## src/rtl/window_crop.sv

```systemverilog
// window_crop: crops the YUV pixel stream to a programmable window and
// re-frames the FS/RS/RE/FE markers so the output is a consistent image.
module window_crop #(
    parameter int PIXEL_WIDTH = 10,
    parameter int DIM_WIDTH   = 16,
    parameter int DTYPE_WIDTH = 4,
    parameter logic [DTYPE_WIDTH-1:0] DT_FRAME_START = DTYPE_WIDTH'(1),
    parameter logic [DTYPE_WIDTH-1:0] DT_FRAME_END   = DTYPE_WIDTH'(2),
    parameter logic [DTYPE_WIDTH-1:0] DT_ROW_START   = DTYPE_WIDTH'(3),
    parameter logic [DTYPE_WIDTH-1:0] DT_ROW_END     = DTYPE_WIDTH'(4),
    parameter logic [DTYPE_WIDTH-1:0] DT_PIXEL       = DTYPE_WIDTH'(5)
) (
    input  logic                   pixclk,
    input  logic                   resetb,
    input  logic                   enable,
    input  logic [DIM_WIDTH-1:0]   col_start,
    input  logic [DIM_WIDTH-1:0]   col_end,
    input  logic [DIM_WIDTH-1:0]   row_start,
    input  logic [DIM_WIDTH-1:0]   row_end,
    input  logic                   dvi,
    input  logic [DTYPE_WIDTH-1:0] dtypei,
    input  logic [15:0]            meta_datai,
    input  logic [PIXEL_WIDTH-1:0] yi,
    input  logic [PIXEL_WIDTH-1:0] ui,
    input  logic [PIXEL_WIDTH-1:0] vi,
    output logic                   dvo,
    output logic [DTYPE_WIDTH-1:0] dtypeo,
    output logic [15:0]            meta_datao,
    output logic [PIXEL_WIDTH-1:0] yo,
    output logic [PIXEL_WIDTH-1:0] uo,
    output logic [PIXEL_WIDTH-1:0] vo,
    output logic [DIM_WIDTH-1:0]   out_cols,
    output logic [DIM_WIDTH-1:0]   out_rows
);

    typedef enum logic {IDLE, IN_FRAME} state_t;

    localparam logic [DIM_WIDTH-1:0] DIM_MAX  = '1;
    localparam logic [DIM_WIDTH-1:0] DIM_ZERO = '0;
    localparam logic [DIM_WIDTH-1:0] DIM_ONE  = DIM_WIDTH'(1);

    state_t               state;

    // Window shadow, frozen for the whole frame at FRAME_START.
    logic                 en_s;
    logic                 win_ok_s;
    logic [DIM_WIDTH-1:0] cs_s;
    logic [DIM_WIDTH-1:0] ce_s;
    logic [DIM_WIDTH-1:0] rs_s;
    logic [DIM_WIDTH-1:0] re_s;

    logic [DIM_WIDTH-1:0] row_cnt;
    logic [DIM_WIDTH-1:0] col_cnt;
    logic [DIM_WIDTH-1:0] col_acc;
    logic [DIM_WIDTH-1:0] row_w;
    logic [DIM_WIDTH-1:0] rows_acc;

    logic is_idle;
    logic is_fs;
    logic is_fe;
    logic is_rs;
    logic is_re;
    logic is_px;
    logic is_other;
    logic in_frame;
    logic row_keep;
    logic col_keep;
    logic emit;

    function automatic logic [DIM_WIDTH-1:0] sat_inc(
        input logic [DIM_WIDTH-1:0] v
    );
        return (v == DIM_MAX) ? v : v + DIM_ONE;
    endfunction

    // Decode the incoming word and decide whether it is forwarded.
    always_comb begin
        is_idle  = !dvi;
        is_fs    = dvi && (dtypei == DT_FRAME_START);
        is_fe    = dvi && (dtypei == DT_FRAME_END);
        is_rs    = dvi && (dtypei == DT_ROW_START);
        is_re    = dvi && (dtypei == DT_ROW_END);
        is_px    = dvi && (dtypei == DT_PIXEL);
        is_other = dvi && !(is_fs || is_fe || is_rs || is_re || is_px);
        in_frame = (state == IN_FRAME);
        row_keep = !en_s ||
                   (win_ok_s && (row_cnt >= rs_s) && (row_cnt <= re_s));
        col_keep = !en_s || ((col_cnt >= cs_s) && (col_cnt <= ce_s));
        emit     = 1'b0;
        unique case (1'b1)
            is_other: emit = 1'b1;
            is_fs:    emit = 1'b1;
            is_rs:    emit = in_frame && row_keep;
            is_px:    emit = in_frame && row_keep && col_keep;
            is_re:    emit = in_frame && row_keep;
            is_fe:    emit = in_frame;
            default:  emit = 1'b0;
        endcase
    end

    // Frame FSM, window counters, status and registered output word.
    always_ff @(posedge pixclk) begin
        if (!resetb) begin
            state      <= IDLE;
            en_s       <= 1'b0;
            win_ok_s   <= 1'b0;
            cs_s       <= DIM_ZERO;
            ce_s       <= DIM_ZERO;
            rs_s       <= DIM_ZERO;
            re_s       <= DIM_ZERO;
            row_cnt    <= DIM_ZERO;
            col_cnt    <= DIM_ZERO;
            col_acc    <= DIM_ZERO;
            row_w      <= DIM_ZERO;
            rows_acc   <= DIM_ZERO;
            out_cols   <= DIM_ZERO;
            out_rows   <= DIM_ZERO;
            dvo        <= 1'b0;
            dtypeo     <= '0;
            meta_datao <= '0;
            yo         <= '0;
            uo         <= '0;
            vo         <= '0;
        end else begin
            dvo <= emit;
            if (emit) begin
                dtypeo     <= dtypei;
                meta_datao <= meta_datai;
                yo         <= yi;
                uo         <= ui;
                vo         <= vi;
            end
            unique case (1'b1)
                is_fs: begin
                    // A start inside a frame closes the lost frame first.
                    if (in_frame) begin
                        out_cols <= row_w;
                        out_rows <= rows_acc;
                    end
                    en_s     <= enable;
                    win_ok_s <= (col_start <= col_end) &&
                                (row_start <= row_end);
                    cs_s     <= col_start;
                    ce_s     <= col_end;
                    rs_s     <= row_start;
                    re_s     <= row_end;
                    row_cnt  <= DIM_ZERO;
                    col_cnt  <= DIM_ZERO;
                    col_acc  <= DIM_ZERO;
                    row_w    <= DIM_ZERO;
                    rows_acc <= DIM_ZERO;
                    state    <= IN_FRAME;
                end
                is_rs: begin
                    if (in_frame) begin
                        col_cnt <= DIM_ZERO;
                        col_acc <= DIM_ZERO;
                    end
                end
                is_px: begin
                    if (in_frame) begin
                        col_cnt <= sat_inc(col_cnt);
                        if (row_keep && col_keep) begin
                            col_acc <= sat_inc(col_acc);
                        end
                    end
                end
                is_re: begin
                    if (in_frame) begin
                        row_cnt <= sat_inc(row_cnt);
                        if (row_keep) begin
                            rows_acc <= sat_inc(rows_acc);
                            row_w    <= col_acc;
                        end
                    end
                end
                is_fe: begin
                    if (in_frame) begin
                        out_cols <= row_w;
                        out_rows <= rows_acc;
                        state    <= IDLE;
                    end
                end
                default: begin
                end
            endcase
        end
    end

endmodule

```

## config.mk

```make
export PLATFORM = sky130hd
export DESIGN_NAME = window_crop
export DESIGN_NICKNAME = d
export VERILOG_FILES = /design/src/rtl/window_crop.sv
export SDC_FILE = /design/constraint.sdc
export NUM_CORES = 1
export LEC_CHECK = 0
export ABC_CLOCK_PERIOD_IN_PS = 7600
export CAP_MARGIN = 15
export CORE_MARGIN = 4
export CORE_UTILIZATION = 30
export DETAILED_ROUTE_END_ITERATION = 10
export GPL_ROUTABILITY_DRIVEN = 0
export SETUP_SLACK_MARGIN = 0.5
export SYNTH_ARGS = -nofsm -noshare
export SYNTH_HDL_FRONTEND = slang
export SYNTH_SLANG_ARGS = --single-unit
```

## constraint.sdc

```tcl
create_clock -name pixclk -period 7.6 [get_ports pixclk]
set_clock_uncertainty 0.2 [all_clocks]
set_input_delay 1.52 -clock pixclk [delete_from_list [all_inputs] [get_ports pixclk]]
set_output_delay 1.52 -clock pixclk [all_outputs]
set_load 0.01 [all_outputs]
```

==> key figures <==
Run status
  – Outcome: complete, no violations

Route
  – DRT Pass-1 Iters: 4
  – Post-DRT Antenna Nets: 0
  – Post-Route WL: about 30000 microns
  – DRC viols: 0
  – Number of DRC markers in iteration 0: between 500 and 600
  – Vias per cell: between 4 and 5
  – Vias post-DR: ~9800
  – Avg WL per Cell: around 15 microns

Logic synthesis
  – Top cells by area, synth: dfxtp_1 41%, ha_1 11%, nand2_1 8.7%
  – Yosys top cell area share: between 40% and 50%
  – #FFs+latches synth: 230
  – Top cells by instance count after synthesis: 258 x nand2_1, 230 x dfxtp_1, 173 x a21oi_1, 108 x inv_1, 100 x ha_1
  – Mean Syn Cell Area: ~8.3 sq um
  – Top_reg_cell synth: dfxtp_1
  – Syn Nets: ~1600
  – Seq/Total Area, Yosys: between 40 and 50%
  – Post-Syn Area: 11100 sq um
  – Yosys warns: 0
  – Top cell type by total area after synthesis: dfxtp_1
  – Post-synth ARST share: 0%
  – Top-count cell post-synth: nand2_1
  – Gate Count Post-Synth: 1347
  – Number of flops mapped to enable cells by yosys: 0
  – Netlist cell types: 64

Setup path
  – Startpoint types: primary input
  – WS Path Type: in -> reg
  – Reg2reg start: row_cnt[13]$_SDFFE_PN0P_
  – Worst R2R End: meta_datao[11]$_SDFFE_PN0P_
  – Slowest CP cell: clkdlybuf4s50_1
  – Worst Path Max Fanout: between 80 and 90
  – Kind of cell adding the most delay to the critical path: simple AND/OR/NAND/NOR gates
  – Largest stage delay on the critical path: between 0.6 and 0.7 ns
  – Critical path arrival: ~4.7 ns
  – Crit. End Element: flip-flop
  – Capture point of the critical path: row_cnt[14]$_SDFFE_PN0P_
  – Crit path cell chain: clkdlybuf4s50_1 > nor3b_1 > and2_1 > nand2_2 > buf_4 > o2bb2ai_1 > nor3_1 > nand4_1 > xor2_1 > nor2_1
  – Worst Setup SP: dvi
  – Worst endpoint required time: approximately 7.8 ns
  – Worst path depth: 10
  – Worst path bufs/invs: 2
  – Worst reg2reg path depth: 9
  – Reg2reg setup slack: 3.66 ns

Die
  – DIE AREA: between 40000 and 50000 sq um
  – Top Ports: roughly 200
  – Initial Util: a little under a third
  – Core ar.: roughly 37000 sq um
  – FP Rows: 70
  – Die H: around 200 microns
  – Die width: ~200 microns

Clock tree
  – Setup Fix Bufs, Post-CTS: 0
  – Root buffer cell: clkbuf_16
  – Post_cts resized: 0
  – CTS Hold Bufs: 0
  – H-Tree Depth: 1
  – Clock net sink count: 230
  – Num CTS Buffers: 26
  – CTS max path bufs: 3
  – CTS tree: yes
  – Worst-path clk slew: ~0.060 ns
  – Clk Latency, worst-skew pair: between 0.5 and 0.6 ns

Timing
  – Unrepaired setup endpoints after global routing: no
  – Final setup fails: 0
  – Setup TNS Final: 0 ns
  – Maximum clock rate: 222 MHz
  – PnR worst setup slack: about 3.1 ns
  – Period Utilization, post-route: 59.2%
  – Worst slew pin tran: 1.08 ns
  – Minimum clock period: around 4.5 ns
  – Worst rel slew slack: 28.1%
  – Count of final hold-check violations: 0
  – Max Slew Vio Count: 0

GRT
  – GRT Util Overall: around 15%
  – Largest net degree at the start of global routing: about 100
  – First-pass GRT wire length: ~50000 microns
  – Initial antenna violation count: 2
  – Total gr overflow: 0
  – Vias in the first global route: just under 10000

Final layout
  – Fin util: about two fifths
  – N_diodes: 0
  – Post-layout net count: around 1700
  – Syn-to-layout area delta: 29.3%
  – Proportion of layout cells with a drive suffix above 1: roughly 4.4%

Flow run
  – Max-cap violations: 0

Pwr
  – Leakage: ~5.3 nW
  – Worst VDD drop: roughly 0.17 mV
  – Overall power: around 2.7 mW
  – PwrDens: about 190 nW/um^2

Hold path
  – Hold Crit Class: reg -> reg

Place
  – Final HPWL DP: 22600 microns
  – Place WS: about 2.6 ns
  – Port bufs: 200
==> area by class of cell <==
type	instances	area, sq um
Fill cell	3711	22200
Multi-Input combinational cell	941	5830
Sequential cell	230	4600
Timing Repair Buffer	208	2080
Clock buffer	35	746
Tap cell	468	586
Inverter	109	412
Clock inverter	11	115
==> worst min-delay path: stages, from the launching register on <==
cell	delay (ns)
dfxtp_1	0.31
nand2_1	0.05
a21oi_1	0.05
==> layout by cell type, fill, tap and decap left out, types with 5 or more instances in the layout <==
| master | synthesis | layout |
|---|---|---|
| o31ai_1 | 11 | 11 |
| nor3_1 | 9 | 9 |
| nand3_1 | 48 | 48 |
| and2_1 | 8 | 8 |
| xnor2_1 | 8 | 8 |
| clkdlybuf4s50_1 | 0 | 200 |
| o21a_1 | 12 | 12 |
| buf_4 | 0 | 7 |
| nor2_1 | 54 | 54 |
| a22o_1 | 47 | 47 |
| ha_1 | 100 | 100 |
| clkinv_2 | 0 | 6 |
| clkbuf_16 | 0 | 28 |
| nand2b_1 | 5 | 5 |
| a21oi_1 | 173 | 173 |
| o211ai_1 | 5 | 5 |
| and3_1 | 14 | 13 |
| nand4_1 | 30 | 30 |
| inv_1 | 108 | 108 |
| o21ai_0 | 31 | 31 |
| or4_1 | 13 | 13 |
| xor2_1 | 25 | 25 |
| dfxtp_1 | 230 | 230 |
| a21o_1 | 9 | 9 |
| or3_1 | 14 | 14 |
| and4_1 | 8 | 8 |
| nor4_1 | 6 | 6 |
| nand2_1 | 258 | 257 |
==> cells by family (layout without fill, tap and decap cells) <==
kind of cell               after synthesis  after routing  share of synthesized area, %
AOI/OAI and AO/OA                      323            323                          18.1
xor gates and xnor gates                33             33                          2.60
adders and majority gates              100            100                          11.3
buffers and inverters                  176            363                          6.29
DFF                                    230            230                          41.4
muxes                                    1              1                        0.0901
and+or+nand+nor                        484            484                          20.2
==> worst min path at each step <==
stage / start / end / slack, ns / cells after the start
2_1_floorplan: row_w[0]$_SDFFE_PN0P_ / out_cols[0]$_SDFFE_PN0P_ / 0.23 / 2
3_3_place_gp: re_s[5]$_SDFFE_PN0P_ / re_s[5]$_SDFFE_PN0P_ / 0.25 / 2
3_5_place_dp: cs_s[1]$_SDFFE_PN0P_ / cs_s[1]$_SDFFE_PN0P_ / 0.25 / 2
4_1_cts: cs_s[1]$_SDFFE_PN0P_ / cs_s[1]$_SDFFE_PN0P_ / 0.25 / 2
5_1_grt: rs_s[1]$_SDFFE_PN0P_ / rs_s[1]$_SDFFE_PN0P_ / 0.27 / 2
6_report: out_cols[1]$_SDFFE_PN0P_ / out_cols[1]$_SDFFE_PN0P_ / 0.25 / 2
==> flip-flops by register name, indices dropped and copies added (netlist names), 4 cells and up <==
name / count
vo: 10
dtypeo: 4
re_s: 16
yo: 10
out_cols: 16
rs_s: 16
row_w: 16
out_rows: 16
uo: 10
cs_s: 16
ce_s: 16
rows_acc: 16
row_cnt: 16
col_cnt: 16
meta_datao: 16
col_acc: 16
==> per-layer routing <==
metal,up-vias,wire length (microns),track usage [%]
met3,55,1030,2.41
li1,5018,-,-
met4,4,694,3.88
met1,4581,13000,17.6
met5,-,21,0
met2,135,15600,26.7
==> metrics by stage <==
step / cell area, sq um / instances / hold slack (ns)
final: 14400 / 2002 / 0.254
after global routing: 14400 / 2002 / 0.269
after CTS: 14300 / 2001 / 0.255
after detailed placement: 13500 / 1955 / 0.246
after global placement: 13500 / 1955 / 0.246
after floorplan: 11100 / 1347 / 0.232
==> power breakdown <==
part           internal (mW)  switching, mW
combinational          0.132          0.119
clock                  0.755          0.500
sequential              1.23         0.0123
total                   2.12          0.631
Note: power is estimated with default switching activity, not from simulation.
